$ cat config.mk
export PLATFORM = sky130hd
export DESIGN_NAME = multicast_fanout_tree
export DESIGN_NICKNAME = d
export VERILOG_FILES = /design/src/rtl/multicast_fanout_tree.sv
export SDC_FILE = /design/constraint.sdc
export NUM_CORES = 2
export LEC_CHECK = 0
export ABC_AREA = 1
export BUFFER_PORTS_ARGS = -buffer_cell sky130_fd_sc_hd__buf_4
export CAP_MARGIN = 15
export CORE_UTILIZATION = 45
export CTS_CLUSTER_DIAMETER = 100
export DETAILED_ROUTE_END_ITERATION = 8
export GPL_TIMING_DRIVEN = 0
export PLACE_DENSITY_LB_ADDON = 0.25
export SKIP_CTS_REPAIR_TIMING = 1
export SLEW_MARGIN = 20
export SYNTH_ARGS = -nofsm -noshare
export SYNTH_HDL_FRONTEND = slang
export SYNTH_SLANG_ARGS = --single-unit
$ cat constraint.sdc
create_clock -name clk -period 2.7 [get_ports clk]
set_input_delay 0.27 -clock clk [delete_from_list [all_inputs] [get_ports clk]]
set_output_delay 0.27 -clock clk [all_outputs]
set_load 0.1 [all_outputs]
$ cat src/rtl/multicast_fanout_tree.sv
// Buffered 1-to-FAN_OUT multicast tree: root register -> L1_N group FIFOs -> per-port leaf registers.
// Optional FANOUT_MASK_EN adds the in_mask port; without it every flit is broadcast to all outputs.
module multicast_fanout_tree #(
  parameter int FAN_OUT   = 54,
  parameter int L1_N      = 18,
  parameter int BUF_DEPTH = 2,
  parameter int FLIT_SIZE = 8
) (
  input  logic                         clk,
  input  logic                         rst,
  input  logic [FLIT_SIZE-1:0]         in,
  input  logic                         in_valid,
`ifdef FANOUT_MASK_EN
  input  logic [FAN_OUT-1:0]           in_mask,
`endif
  output logic                         in_avail,
  output logic [FLIT_SIZE*FAN_OUT-1:0] out,
  output logic [FAN_OUT-1:0]           out_valid,
  input  logic [FAN_OUT-1:0]           out_avail
);
  localparam int L1_W = FAN_OUT / L1_N;
  localparam int PW   = $clog2(BUF_DEPTH);
  localparam int CW   = PW + 1;
  localparam logic [CW-1:0] FULL_C = CW'(BUF_DEPTH);

  logic [FLIT_SIZE-1:0] r_root_flit;
  logic [FAN_OUT-1:0]   r_root_mask;
  logic [FLIT_SIZE-1:0] r_fifo_flit [L1_N][BUF_DEPTH];
  logic [L1_W-1:0]      r_fifo_mask [L1_N][BUF_DEPTH];
  logic [PW-1:0]        r_wptr [L1_N];
  logic [PW-1:0]        r_rptr [L1_N];
  logic [CW-1:0]        r_cnt  [L1_N];
  logic [FAN_OUT-1:0]   r_leaf_valid;
  logic [FLIT_SIZE-1:0] r_leaf_flit [FAN_OUT];

  logic [FAN_OUT-1:0]   w_in_mask;
  logic [FAN_OUT-1:0]   w_leaf_free;
  logic [FAN_OUT-1:0]   w_leaf_load;
  logic [FAN_OUT-1:0]   w_root_mask_nxt;
  logic [L1_W-1:0]      w_head_mask [L1_N];
  logic [L1_W-1:0]      w_head_mask_nxt [L1_N];
  logic [FLIT_SIZE-1:0] w_head_flit [L1_N];
  logic [L1_N-1:0]      w_head_vld;
  logic [L1_N-1:0]      w_pop;
  logic [L1_N-1:0]      w_push;
  logic                 w_root_retire;
  logic                 w_accept;

`ifdef FANOUT_MASK_EN
  assign w_in_mask = in_mask;
`else
  assign w_in_mask = {FAN_OUT{1'b1}};
`endif

  // A leaf can take a new flit when empty or handing its current one off this cycle.
  assign w_leaf_free = ~r_leaf_valid | out_avail;

  // Per-group head fan-out, FIFO pop/push decisions and root residual update.
  always_comb begin
    w_leaf_load     = '0;
    w_pop           = '0;
    w_push          = '0;
    w_head_vld      = '0;
    w_root_mask_nxt = r_root_mask;
    for (int g = 0; g < L1_N; g++) begin
      w_head_vld[g]  = (r_cnt[g] != '0);
      w_head_mask[g] = r_fifo_mask[g][r_rptr[g]];
      w_head_flit[g] = r_fifo_flit[g][r_rptr[g]];
      for (int k = 0; k < L1_W; k++) begin
        if (w_head_vld[g] && w_head_mask[g][k] && w_leaf_free[g*L1_W+k]) begin
          w_leaf_load[g*L1_W+k] = 1'b1;
        end else begin
          w_leaf_load[g*L1_W+k] = 1'b0;
        end
      end
      w_head_mask_nxt[g] = w_head_mask[g] & ~w_leaf_load[g*L1_W +: L1_W];
      w_pop[g] = w_head_vld[g] && (w_head_mask_nxt[g] == '0);
      // A full FIFO still takes a push in the cycle its head pops.
      if ((r_root_mask[g*L1_W +: L1_W] != '0) && ((r_cnt[g] != FULL_C) || w_pop[g])) begin
        w_push[g] = 1'b1;
        w_root_mask_nxt[g*L1_W +: L1_W] = '0;
      end else begin
        w_push[g] = 1'b0;
      end
    end
  end

  assign w_root_retire = (r_root_mask != '0) && (w_root_mask_nxt == '0);
  assign in_avail      = rst && ((r_root_mask == '0) || w_root_retire);
  assign w_accept      = in_valid && in_avail;
  assign out_valid     = r_leaf_valid;

  // Pack leaf registers onto the flat output bus.
  always_comb begin
    out = '0;
    for (int j = 0; j < FAN_OUT; j++) begin
      out[j*FLIT_SIZE +: FLIT_SIZE] = r_leaf_flit[j];
    end
  end

  // Root, group FIFO and leaf state.
  always_ff @(posedge clk) begin
    if (!rst) begin
      r_root_flit  <= '0;
      r_root_mask  <= '0;
      r_leaf_valid <= '0;
      for (int g = 0; g < L1_N; g++) begin
        r_wptr[g] <= '0;
        r_rptr[g] <= '0;
        r_cnt[g]  <= '0;
        for (int d = 0; d < BUF_DEPTH; d++) begin
          r_fifo_flit[g][d] <= '0;
          r_fifo_mask[g][d] <= '0;
        end
      end
      for (int j = 0; j < FAN_OUT; j++) begin
        r_leaf_flit[j] <= '0;
      end
    end else begin
      if (w_accept) begin
        r_root_flit <= in;
        r_root_mask <= w_in_mask;
      end else begin
        r_root_mask <= w_root_mask_nxt;
      end
      for (int g = 0; g < L1_N; g++) begin
        // Head residual update first; a simultaneous push into the same slot overrides it.
        if (w_head_vld[g]) begin
          r_fifo_mask[g][r_rptr[g]] <= w_head_mask_nxt[g];
        end
        if (w_push[g]) begin
          r_fifo_flit[g][r_wptr[g]] <= r_root_flit;
          r_fifo_mask[g][r_wptr[g]] <= r_root_mask[g*L1_W +: L1_W];
          r_wptr[g] <= r_wptr[g] + PW'(1);
        end
        if (w_pop[g]) begin
          r_rptr[g] <= r_rptr[g] + PW'(1);
        end
        case ({w_push[g], w_pop[g]})
          2'b10:   r_cnt[g] <= r_cnt[g] + CW'(1);
          2'b01:   r_cnt[g] <= r_cnt[g] - CW'(1);
          default: r_cnt[g] <= r_cnt[g];
        endcase
        for (int k = 0; k < L1_W; k++) begin
          if (w_leaf_load[g*L1_W+k]) begin
            r_leaf_valid[g*L1_W+k] <= 1'b1;
            r_leaf_flit[g*L1_W+k]  <= w_head_flit[g];
          end else if (out_avail[g*L1_W+k]) begin
            r_leaf_valid[g*L1_W+k] <= 1'b0;
          end
        end
      end
    end
  end
endmodule

==> summary.txt <==
Synthesis
  • Area share of fa/ha/maj cells after synthesis: 0.0113
  • Syn_nets: 3921
  • Syn Area/Cell: 11.0 sq um
  • Synth Area in XOR/XNOR: 0.00104
  • Mapped Area: 42200 sq um
  • Synthesized instance count: 3818
  • Ys Warns: 0
  • Synth cell types: 34
  • Yosys reg bits: 1016
  • Top-count cell post-synth: edfxtp_1
  • Area leader, netlist: edfxtp_1
  • Register area share after synthesis: 0.688
  • Synth top cells by count: edfxtp_1, nor2_1, nand2_1
  • Share of flip-flops with an asynchronous set or reset: 0
  • Largest family of logic cells by synthesized area: simple AND/OR/NAND/NOR gates
  • Synth Area in Compound Gates: 0.0488
  • Share of the synthesized area in the top cell type: 0.617
  • Post-synth EDFFs: 866
  • Post-synthesis simple-gate area fraction: 0.177
  • Main synth FF type: edfxtp_1
  • Mux cell area share after synthesis: 0.0228
  • Synth area leaders: edfxtp_1, nor2_1, dfxtp_1

Layout
  • Post-route insts no fill: 5947
  • Layout cell share with drive strength beyond 1: 0.266
  • Fill cell count: 7719
  • # nets final: 4711
  • Finished Core Util: 0.581
  • Area growth syn-to-layout: 27.1%

Setup path
  • CP arrival: 2.77 ns
  • Reg2reg start: r_cnt[0][1]
  • CP most frequent cell: clkbuf_2
  • Critical Path Slowest Stage Cell: clkdlybuf4s15_1
  • CP Max Fanout: 10
  • Crit path kind: in2out
  • Crit start category: primary input
  • FF-to-FF End: r_fifo_mask[0][1]
  • CP max stage delay: 0.66 ns
  • Crit-path cells: buf_4, inv_1, clkdlybuf4s15_1, clkbuf_2, clkbuf_2, nor3_4, buf_12
  • Critical Path RT: 2.43 ns
  • Crit. End Element: output port
  • Worst R2R Path Depth: 9
  • R2r setup slk: 0.16 ns

STA
  • Slew Limit Fails: 0
  • Clock Skews: 0.0295 ns
  • Final worst slack: -0.343 ns
  • Unrepaired setup endpoints after global routing: true
  • Tcrit/Tclk final: 1.13
  • Fmax achieved: 329 MHz
  • Rel. slew slack: 0.162
  • Final setup fails: 1
  • Hold Violations, Final: 2
  • Hold WS: -0.0294 ns
  • Final min period: 3.04 ns
  • Worst slew pin tran: 1.26 ns

Placed design
  • Post-DP HPWL: 90000 um
  • Placed Cells: 5612
  • PortBufs: 550
  • Place WS: -1.63 ns
  • RD Place Congestion: 0.910

Global route
  • Largest net degree at the start of global routing: 15
  • First-pass GRT wire length: 181000 um
  • Antenna violations before repair: 12
  • Overall global routing resource usage: 0.263
  • Vias in the first global route: 28500
  • GRT overflow: 0

Drt
  • Drt pass-1 iters: 6
  • Vias per cell: 5.22
  • # DRC: 0
  • Routed length per instance: 21.8 um
  • Final wirelength: 130000 um
  • Vias: 31100
  • DRT iter0 DRCs: 3049
  • Post-route ant nets: 0

Clock tree
  • Clock-pin slew on the worst setup and hold paths: 0.05 ns
  • Clock buffer depth: 3
  • Clock latency on the worst-skew pair: 0.69 ns
  • Max H-tree Level: 3
  • TritonCTS Buffers: 105
  • CTS tree: yes
  • Clock root buffer: clkbuf_16
  • Clock sinks: 1016

Worst hold path
  • Hold path start: out_avail[18]
  • Hold path depth: 4
  • Class of the worst hold path: in2reg
  • Min-Delay Endpoint: out_valid[18]

Die
  • Std cell rows: 111
  • Initial Util: 0.457
  • Chip width: 308 um
  • Die area: 95000 sq um
  • Die span in y: 308 um
  • Top Ports: 552
  • Core ar.: 92200 sq um

Status
  • Status: finished with violations
  • Failing checks: negative hold slack, negative setup slack

Run
  • Max_cap viols: 0
[state kept, by name, indices dropped and copies added (netlist names)]
name and flops:
out_valid 54, r_root_flit 8, r_root_mask 54, r_cnt 36, r_fifo_flit 288, r_fifo_mask 108, r_leaf_flit 432, r_wptr 18
r_rptr 18
[layer usage]
layer,vias to the layer above,GRT usage,routed length (um)
met5,-,0,70
met4,10,0.0885,4350
met3,249,0.0520,10600
met2,1277,0.434,63200
met1,15100,0.346,51500
li1,14400,-,-
[cells in the final DEF, fill, tap and decap left out, drive strengths merged]
master and n:
nand2 487, diode 5, xnor2 5, nand4 11, buf 673, a31oi 5, dlygate4sd3 59, clkdlybuf4s15 3
clkbuf 240, a21oi 75, clkinvlp 3, bufinv 5, nor2 869, clkinv 43, o21ai 278, edfxtp 866
nor3 84, or2 77, inv 405, mux2i 96, ha 38, dfxtp 150, nand3 218, o31ai 9
[critical path, delay by kind of cell]
family / cells / cell delay (ns)
buffers and inverters: 6 / 2.08
AND/OR/NAND/NOR: 1 / 0.41
[worst max-delay path by stage]
stage / startpoint / end / slack [ns]
2_1_floorplan: out_valid[29] / in_avail / -0.03
3_3_place_gp: rst / r_leaf_flit[1][66] / -1.80
3_5_place_dp: rst / r_leaf_flit[1][132] / -1.63
4_1_cts: rst / in_avail / -1.01
5_1_grt: r_cnt[5][0] / in_avail / -0.44
6_report: rst / in_avail / -0.34
[layout make-up]
class / instances / area [sq um] / area share
Antenna cell: 5 / 12.5 / 0.000233
Buffer: 139 / 795 / 0.0148
Clock buffer: 153 / 3070 / 0.0573
Clock inverter: 45 / 370 / 0.00691
Inverter: 411 / 1550 / 0.0289
Multi-Input combinational cell: 2252 / 11900 / 0.221
Sequential cell: 1016 / 29100 / 0.543
Tap cell: 1243 / 1560 / 0.0290
Timing Repair Buffer: 683 / 5310 / 0.0990
[logic make-up (layout without fill, tap and decap cells)]
group / after synthesis / in the layout
mux: 96 / 96
buf+inv: 550 / 1431
other cells: 0 / 5
compound gates: 367 / 367
simple gates: 1746 / 1746
flops: 1016 / 1016
fa+ha+maj: 38 / 38
xor+xnor: 5 / 5
[metrics by stage]
step                TNS (ns)  area (sq um)
floorplan            -0.0275         42200
global placement    -1072.21         47900
detailed placement   -777.48         48000
CTS                  -194.73         51400
global route          -0.484         53600
finish                -0.343         53600
Power is not shown: default switching activity piles up to over one toggle a cycle in this logic, so the estimate is an artifact.
